===== src/rtl/alarm_pkg.sv =====
// Shared types and BCD digit limits for the alarm controller and its setpoint editor.
package alarm_pkg;

    typedef enum logic [1:0] {IDLE, SET, RING, SNOOZE} alarm_state_t;

    // Same cursor order the watch core uses for its display.
    typedef enum logic [1:0] {MINONE, MINDEC, HOURONE, HOURDEC} digit_sel_t;

    localparam logic [3:0] MINONE_MAX     = 4'd9;
    localparam logic [3:0] MINDEC_MAX     = 4'd5;
    localparam logic [3:0] HOURONE_MAX    = 4'd9;
    localparam logic [3:0] HOURONE_MAX_H2 = 4'd3;
    localparam logic [3:0] HOURDEC_MAX    = 4'd2;

    // Wrapping increment; >= keeps an out-of-range digit from running away.
    function automatic logic [3:0] bcd_inc(input logic [3:0] d, input logic [3:0] max);
        return (d >= max) ? 4'd0 : d + 4'd1;
    endfunction

endpackage


===== src/rtl/alarm_ctrl_bcd_setter.sv =====
// Alarm setpoint registers and digit cursor; applies increment/wrap/clamp rules
// on single-cycle inc/nxt pulses already gated by the controller FSM.
module bcd_alarm_setter #(
    parameter logic [3:0] INIT_HD = 4'd0,
    parameter logic [3:0] INIT_HO = 4'd7,
    parameter logic [3:0] INIT_MD = 4'd0,
    parameter logic [3:0] INIT_MO = 4'd0
) (
    input  logic       clk,
    input  logic       rst,
    input  logic       home,
    input  logic       inc,
    input  logic       nxt,
    output logic [3:0] hourdec,
    output logic [3:0] hourone,
    output logic [3:0] mindec,
    output logic [3:0] minone,
    output logic [1:0] sel
);
    import alarm_pkg::*;

    logic [3:0] hd_n, ho_n, md_n, mo_n;
    logic [1:0] sel_n;
    digit_sel_t cur;

    assign cur = digit_sel_t'(sel);

    // Increment acts on the cursor as it stood before any same-cycle advance.
    always_comb begin
        hd_n  = hourdec;
        ho_n  = hourone;
        md_n  = mindec;
        mo_n  = minone;
        sel_n = sel;
        if (inc) begin
            unique case (cur)
                MINONE:  mo_n = bcd_inc(minone, MINONE_MAX);
                MINDEC:  md_n = bcd_inc(mindec, MINDEC_MAX);
                HOURONE: ho_n = bcd_inc(hourone,
                                        (hourdec == HOURDEC_MAX) ? HOURONE_MAX_H2 : HOURONE_MAX);
                HOURDEC: begin
                    hd_n = bcd_inc(hourdec, HOURDEC_MAX);
                    if (hd_n == HOURDEC_MAX && hourone > HOURONE_MAX_H2) begin
                        ho_n = HOURONE_MAX_H2;
                    end
                end
            endcase
        end
        if (home) begin
            sel_n = 2'd0;
        end else if (nxt) begin
            sel_n = sel + 2'd1;
        end
    end

    always_ff @(posedge clk or posedge rst) begin
        if (rst) begin
            hourdec <= INIT_HD;
            hourone <= INIT_HO;
            mindec  <= INIT_MD;
            minone  <= INIT_MO;
            sel     <= 2'd0;
        end else begin
            hourdec <= hd_n;
            hourone <= ho_n;
            mindec  <= md_n;
            minone  <= mo_n;
            sel     <= sel_n;
        end
    end

endmodule


===== src/rtl/alarm_ctrl.sv =====
// Alarm controller: compares watch time to the stored setpoint and runs the
// IDLE/SET/RING/SNOOZE sequence with ring timeout and snooze interval.
module alarm_ctrl #(
    parameter logic [3:0] INIT_HD    = 4'd0,
    parameter logic [3:0] INIT_HO    = 4'd7,
    parameter logic [3:0] INIT_MD    = 4'd0,
    parameter logic [3:0] INIT_MO    = 4'd0,
    parameter int         RING_SEC   = 60,
    parameter int         SNOOZE_SEC = 300
) (
    input  logic       clk,
    input  logic       rst,
    input  logic       sec_tick,
    input  logic [3:0] hourdec_now,
    input  logic [3:0] hourone_now,
    input  logic [3:0] mindec_now,
    input  logic [3:0] minone_now,
    input  logic       alarm_en,
    input  logic       btn_set,
    input  logic       btn_next,
    input  logic       btn_inc,
    input  logic       btn_stop,
    input  logic       btn_snooze,
    output logic [3:0] hourdec_al,
    output logic [3:0] hourone_al,
    output logic [3:0] mindec_al,
    output logic [3:0] minone_al,
    output logic       set_mode,
    output logic [1:0] sel_digit,
    output logic       ring,
    output logic [1:0] state_dbg
);
    import alarm_pkg::*;

    localparam logic [7:0] RING_LIM = 8'(RING_SEC);
    localparam logic [9:0] SNZ_LIM  = 10'(SNOOZE_SEC);

    alarm_state_t state_q, state_n;
    logic [7:0]   ring_cnt_q, ring_cnt_n, ring_cnt_inc;
    logic [9:0]   snz_cnt_q, snz_cnt_n, snz_cnt_inc;
    logic [4:0]   btn_now, btn_q, btn_rise;
    logic         set_p, next_p, inc_p, stop_p, snooze_p;
    logic         match, match_d, match_rise;

    assign btn_now  = {btn_snooze, btn_stop, btn_inc, btn_next, btn_set};
    assign btn_rise = btn_now & ~btn_q;
    assign {snooze_p, stop_p, inc_p, next_p, set_p} = btn_rise;

    assign match = (hourdec_now == hourdec_al) && (hourone_now == hourone_al) &&
                   (mindec_now == mindec_al) && (minone_now == minone_al);
    assign match_rise = match & ~match_d;

    // Counters hold at their terminal value instead of wrapping.
    assign ring_cnt_inc = (sec_tick && ring_cnt_q < RING_LIM) ? ring_cnt_q + 8'd1 : ring_cnt_q;
    assign snz_cnt_inc  = (sec_tick && snz_cnt_q < SNZ_LIM) ? snz_cnt_q + 10'd1 : snz_cnt_q;

    always_comb begin
        state_n    = state_q;
        ring_cnt_n = ring_cnt_q;
        snz_cnt_n  = snz_cnt_q;
        unique case (state_q)
            IDLE: begin
                if (set_p) begin
                    state_n = SET;
                end else if (match_rise && alarm_en) begin
                    state_n    = RING;
                    ring_cnt_n = '0;
                end
            end
            SET: begin
                if (set_p) state_n = IDLE;
            end
            RING: begin
                ring_cnt_n = ring_cnt_inc;
                if (stop_p) begin
                    state_n = IDLE;
                end else if (!alarm_en) begin
                    state_n = IDLE;
                end else if (snooze_p) begin
                    state_n   = SNOOZE;
                    snz_cnt_n = '0;
                end else if (ring_cnt_inc >= RING_LIM) begin
                    state_n = IDLE;
                end
            end
            SNOOZE: begin
                snz_cnt_n = snz_cnt_inc;
                if (stop_p || !alarm_en) begin
                    state_n = IDLE;
                end else if (snz_cnt_inc >= SNZ_LIM) begin
                    state_n    = RING;
                    ring_cnt_n = '0;
                end
            end
        endcase
    end

    always_ff @(posedge clk or posedge rst) begin
        if (rst) begin
            state_q    <= IDLE;
            ring_cnt_q <= '0;
            snz_cnt_q  <= '0;
            btn_q      <= '0;
            match_d    <= 1'b0;
            ring       <= 1'b0;
            set_mode   <= 1'b0;
        end else begin
            state_q    <= state_n;
            ring_cnt_q <= ring_cnt_n;
            snz_cnt_q  <= snz_cnt_n;
            btn_q      <= btn_now;
            match_d    <= match;
            ring       <= (state_n == RING);
            set_mode   <= (state_n == SET);
        end
    end

    assign state_dbg = state_q;

    // Editing pulses only reach the setpoint while in SET; entering SET homes the cursor.
    bcd_alarm_setter #(
        .INIT_HD(INIT_HD),
        .INIT_HO(INIT_HO),
        .INIT_MD(INIT_MD),
        .INIT_MO(INIT_MO)
    ) u_setter (
        .clk    (clk),
        .rst    (rst),
        .home   ((state_q == IDLE) && set_p),
        .inc    ((state_q == SET) && inc_p),
        .nxt    ((state_q == SET) && next_p),
        .hourdec(hourdec_al),
        .hourone(hourone_al),
        .mindec (mindec_al),
        .minone (minone_al),
        .sel    (sel_digit)
    );

endmodule


===== config.mk =====
export PLATFORM = sky130hd
export DESIGN_NAME = alarm_ctrl
export DESIGN_NICKNAME = d
export VERILOG_FILES = /design/src/rtl/alarm_pkg.sv /design/src/rtl/alarm_ctrl_bcd_setter.sv /design/src/rtl/alarm_ctrl.sv
export SDC_FILE = /design/constraint.sdc
export NUM_CORES = 1
export LEC_CHECK = 0
export ABC_AREA = 1
export CAP_MARGIN = 25
export CORE_AREA = 2 2 76 78
export DETAILED_ROUTE_END_ITERATION = 6
export DIE_AREA = 0 0 78 80
export PLACE_DENSITY = 0.79
export SLEW_MARGIN = 0
export SYNTH_ARGS = -nofsm -noshare
export SYNTH_HDL_FRONTEND = slang
export SYNTH_SLANG_ARGS = --single-unit

===== constraint.sdc =====
create_clock -name clk -period 2.3 [get_ports clk]
set_input_delay 0.345 -clock clk [delete_from_list [all_inputs] [get_ports clk]]
set_output_delay 0.345 -clock clk [all_outputs]
set_load 0.02 [all_outputs]

# Yosys cells after proc, flatten, opt, wreduce, memory -nomap -nowiden

Index checks and enable logic that the tools add are counted.

Input bits: 25
Bits in registers: 46
Output and inout port bits: 22
Word-level logic and storage cells: 108

Reduce and logical (&&, ||, !) cells: 24
$lt $le $gt $ge: 9
Equal/unequal tests: 22
Bitwise gates (word level): 4
$add $sub $neg: 7
Muxes and demuxes: 30

Operator list:

| operator                | number |
|---|---|
| $mux W10                | 4 |
| $mux W8                 | 5 |
| $mux W4                 | 6 |
| $pmux W8 S3             | 1 |
| $mux W2                 | 11 |
| $pmux W10 S2            | 1 |
| $add A4 B1 Y4 const B   | 4 |
| $eq A4 B4 Y1            | 4 |
| $ne A2 B2 Y1 const B    | 7 |
| $add A10 B1 Y10 const B | 1 |
| $eq A2 B2 Y1 const B    | 5 |
| $ge A10 B9 Y1 const B   | 1 |
| $logic_and A1 B1 Y1     | 10 |
| $lt A10 B9 Y1 const B   | 1 |
| $add A8 B1 Y8 const B   | 1 |
| $eq A4 B2 Y1 const B    | 2 |
| $ge A8 B6 Y1 const B    | 1 |
| $lt A8 B6 Y1 const B    | 1 |
| $pmux W2 S4             | 1 |
| $pmux W4 S2             | 1 |
| $eq A2 B1 Y1 const B    | 3 |
| $reduce_and A2 Y1       | 3 |
| $reduce_bool A2 Y1      | 3 |
| $and A5 B5 Y5           | 1 |
| other kinds (17)        | 18 |

# Logic depth before layout (Yosys ltp)

Depth after elaboration: 10
Depth in mapped cells: 17
Mapped depth without buffers: 17

# By module

From an unflattened synthesis, not the netlist that was laid out.

Cells, all modules: 397
Area total of the unflattened synthesis: 2965.3 um^2

Modules (own cells, without submodules):

| module           | cells each | area each (um^2) | times used | seq. area each (um^2) |
|---|---|---|---|---|
| alarm_ctrl       | 251        | 1830.5           | 1          | 700.7 |
| bcd_alarm_setter | 146        | 1134.8           | 1          | 454.2 |

# Worst setup path before layout

No wires, ideal clock.

Path kind: register to register
From: register u_setter.hourdec[0]
To: register u_setter.hourone[0]
Library setup time: 0.073 ns
Required time: 2.227 ns
Clock period less this slack: 1.960 ns
Arrival time: 1.887 ns
Buffers on the path: 0
Stages on the path, launching flop included: 11
Setup slack: 0.340 ns
Cells stage by stage: dfrtp_1 -> inv_1 -> ha_1 -> inv_1 -> nor2_1 -> inv_1 -> ha_1 -> a211o_1 -> a21oi_1 -> a21oi_1 -> a21oi_1

Word-level cells in the longest chain between the ends: 6
Elaborated cells on any way between the ends: 12
Those cells by class: add/sub (1); order compare (2); eq/ne (3); mux (4); reduce/logical (2)

RTL lines:

| element                                       | RTL line                    | source |
|---|---|---|
| start: declaration                            | alarm_ctrl_bcd_setter.sv:14 | `output logic [3:0] hourdec,` |
| start signal: assignment                      | alarm_ctrl_bcd_setter.sv:64 | `hourdec <= hd_n;` |
| $add A4 B1 Y4 or $ge A4 B2 Y1 (tied branches) | alarm_pkg.sv:17             | `return (d >= max) ? 4'd0 : d + 4'd1;` |
| $mux W4                                       | alarm_pkg.sv:17             |  |
| $eq A4 B2 Y1                                  | alarm_ctrl_bcd_setter.sv:43 | `if (hd_n == HOURDEC_MAX && hourone > HOURONE_MAX_H2) begin` |
| $logic_and A1 B1 Y1                           | alarm_ctrl_bcd_setter.sv:43 |  |
| $ne A2 B1 Y1 (no source line)                 | --                          |  |
| $reduce_and A3 Y1 (no source line)            | --                          |  |
| end signal: assignment                        | alarm_ctrl_bcd_setter.sv:65 | `hourone <= ho_n;` |
| end: declaration                              | alarm_ctrl_bcd_setter.sv:15 | `output logic [3:0] hourone,` |

Several ways; a longest one is shown, not always the timed one.
A chain may end at the register's enable or synchronous reset.

# Worst setup path after layout

From: register u_setter.hourdec[0]
To: register u_setter.hourone[2]

The elaborated chain is that of the path after synthesis.

==> impl_metrics.yaml <==
run_status:
  outcome: "finished clean"
yosys:
  synth_area_leaders: "sky130_fd_sc_hd__dfrtp_1 (38%), sky130_fd_sc_hd__nand2_1 (11%), sky130_fd_sc_hd__inv_1 (7.7%)"
  synth_area_um2: 2858
  synth_edf_count: 0
  synth-seq-area-share_pct: 40.41
  synth_async_sr_flop_share_pct: 100.0
  post_synth_most_frequent_cells: "sky130_fd_sc_hd__nand2_1 (81), sky130_fd_sc_hd__inv_1 (59), sky130_fd_sc_hd__dfrtp_1 (43), sky130_fd_sc_hd__nor2_1 (32), sky130_fd_sc_hd__o21ai_0 (23)"
  synth_nets: 411
  yosys.cell_count.top_type: "sky130_fd_sc_hd__nand2_1"
  synth_top_cell_by_area: "sky130_fd_sc_hd__dfrtp_1"
  postSynthRegisterBits: 46
  synth_cell_type_count: 39
  post-synth-top-area-fraction_pct: 37.65
  yosys_warnings: 0
  postSynth.topFlopCell: "sky130_fd_sc_hd__dfrtp_1"
  avgSynthCellArea_um2: 7.745
  syn_inst: 369
clock_tree:
  clockBufferDepth: 2
  cts_resized: 0
  post-cts-setup-buffer-count: 0
  worstSkewPairLatency_ns: 0.31
  path_clk_slew_ns: 0.09
  clock_tree.root_cell: "sky130_fd_sc_hd__clkbuf_8"
  cts_hold_buf: 0
  clock_tree.htree_level_count: 2
  clock-sinks: 46
  tritoncts: "built"
  cts-buffers-inserted: 5
routing:
  met3RoutedLength_um: 232
  dr_wl_cell_um: 12.41
  detail_route.first_pass.iterations: 4
  top_layer_used: "met4"
  routed-wl-met2_um: 3051
  final_antenna_net_count: 0
  postRouteWirelength_um: 6131
  remaining_drc_errors: 0
  first_iter_violations: 146
  routed_via_density: 5.065
  routedLengthMet1_um: 2789
  num_vias: 2502
pwr:
  power.leakage_nw: 1.704
  p_per_cell_area_nw_per_um2: 898.0
  ir_drop_v: 0.0009065
cells_and_area:
  multi_input_comb_area_um2: 1450
  finish.net_count: 463
  fillerInstances: 483
  stdcell_area_um2: 3537
  n_antenna_cell: 0
  final_cell_count_no_fill: 494
  relative_area_change_from_synthesis_to_final_layout_pct: 23.77
  area.sequential_um2: 1155
  final_layout_size_suffix_gt1_share_pct: 9.242
critical_path:
  worst-endpoint-required_ns: 2.53
  critical_path.endpoint_type: "register"
  cp_slowest_cell: "sky130_fd_sc_hd__dfrtp_1"
  r2r.worst_path.cells: 10
  arrival_ns: 2.34
  crit_type: "reg -> reg"
  startpoint_type_of_the_worst_setup_path: "register"
  cpPeakStageDelay_ns: 0.44
  critical_path.cell_chain: "inv_1, ha_1, inv_1, nor2_1, inv_1, ha_1, a211o_1, a21oi_1, a21oi_1, a21oi_1"
  critical_path_peak_fanout: 5
timing:
  period_needed_ns: 2.109
  maxClockFrequency_mhz: 474.2
  grt_setup_unrepaired: "false"
  slew_headroom_pct: 65.61
  final.setup.tns_ns: 0
  fin_worst_skew_ns: 0.007000
  share_of_the_cycle_needed_by_the_critical_path_after_routing_pct: 91.68
  hold_viol_final: 0
  final_max_slew_viol_count: 0
  finalSetupViolCount: 0
  layout_setup_ws_ns: 0.1913
  timing_worst_slew_pin_value_ns: 0.5140
place:
  count_of_placed_standard_cells_including_taps: 486
  gp_routability_congestion: 0.9064
  hpwl_um: 4594
  postPlaceCellArea_um2: 3423
  io_buffer_count: 46
  dpl_worst_slack_ns: 0.1247
global_routing:
  wire_length_of_the_first_global_routing_pass_um: 10840
  gr-total-overflow: 0
  vias_in_the_first_global_route: 2443
  gr-usage-all-layers_pct: 21.80
  number_of_antenna_violations_at_the_first_check_in_global_routing: 0
  grt_max_degree: 47
floorplanning:
  floorplan.die.height_um: 80
  ios: 47
  initial_utilization_pct: 52.87
  core.rowCount: 27
  die-area_um2: 6240
  chipWidth_um: 78
  placeableCoreArea_um2: 5405
run:
  drv_cap: 0
min_path:
  min-delay-path-class: "in -> async"
==> state kept, by name, indices dropped and copies added, names as in the netlist <==
register and flops:
state_dbg 2, set_mode 1, ring 1, u_setter.hourdec 4
btn_q 5, match_d 1, u_setter.mindec 4, u_setter.minone 4
u_setter.hourone 4, snz_cnt_q 10, ring_cnt_q 8, u_setter.sel 2
==> kinds of logic (layout without fill, tap and decap cells) <==
group,Yosys count,after routing,share of synthesized area (%)
compound gates,49,49,10.03
buf+inv,67,120,8.844
xor+xnor,19,19,5.823
fa+ha+maj,17,17,7.443
flops,46,46,40.41
simple gates,171,171,27.45
==> metal layers <==
| layer | global-route usage [%] | vias to the layer above |
|---|---|---|
| met3 | 4.186 | 5 |
| met5 | 0 | - |
| met4 | 5.263 | 0 |
| li1 | - | 1281 |
| met2 | 38.19 | 56 |
| met1 | 27.91 | 1160 |
==> power breakdown <==
part / switching, mW / internal [mW]
clock: 0.294 / 0.323
sequential: 0.246 / 0.983
combinational: 0.731 / 0.600
==> final timing paths <==
kind	start	to	slack [ns]
min in group clk	btn_snooze	btn_q[4]	0.50
worst min-delay path	rst	u_setter.hourdec[1]	0.38
worst max register to register	u_setter.hourdec[0]	u_setter.hourone[2]	0.19
worst min register to register	ring_cnt_q[5]	ring_cnt_q[5]	0.52
worst max-delay path	u_setter.hourdec[0]	u_setter.hourone[2]	0.19
max in group asynchronous	rst	u_setter.hourone[0]	1.66
==> cells in the final DEF, fill, tap and decap left out, types with 4 or more instances in the layout <==
| cell type | count |
|---|---|
| sky130_fd_sc_hd__xor2_1 | 8 |
| sky130_fd_sc_hd__nand2_2 | 9 |
| sky130_fd_sc_hd__a21oi_1 | 11 |
| sky130_fd_sc_hd__nand2_1 | 81 |
| sky130_fd_sc_hd__o21ai_0 | 23 |
| sky130_fd_sc_hd__xnor2_1 | 11 |
| sky130_fd_sc_hd__inv_2 | 4 |
| sky130_fd_sc_hd__nand4_1 | 7 |
| sky130_fd_sc_hd__nor3_1 | 6 |
| sky130_fd_sc_hd__clkdlybuf4s50_1 | 46 |
| sky130_fd_sc_hd__inv_1 | 58 |
| sky130_fd_sc_hd__dfrtp_1 | 43 |
| sky130_fd_sc_hd__ha_1 | 17 |
| sky130_fd_sc_hd__nand3_1 | 22 |
| sky130_fd_sc_hd__nor2_1 | 32 |
| sky130_fd_sc_hd__clkbuf_8 | 5 |
==> critical path, delay by kind of cell, from the launching register on <==
family,cells,cell delay (ns)
and+or+nand+nor,1,0.14
adders and majority gates,2,0.41
buffers and inverters,3,0.21
DFF,1,0.44
AOI/OAI and AO/OA,4,0.84
==> cell type report <==
cell class                      instances  area share, %
Clock buffer                            5          1.946
Clock inverter                          3          1.273
Inverter                               64          6.792
Multi-Input combinational cell        256          41.00
Sequential cell                        46          32.65
Tap cell                               72          2.547
Timing Repair Buffer                   48          13.80
==> per-stage QoR <==
stage                     hold WS, ns  util [%]  power [mW]
after detailed placement       0.4917     63.33       2.557
after global placement         0.4854     63.33       2.514
final                          0.3758     65.44       3.176
after CTS                      0.3812     65.44       3.198
after floorplan                0.3764         -       2.008
after global routing           0.4143     65.44       3.402
Note: power is estimated with default switching activity, not from simulation.
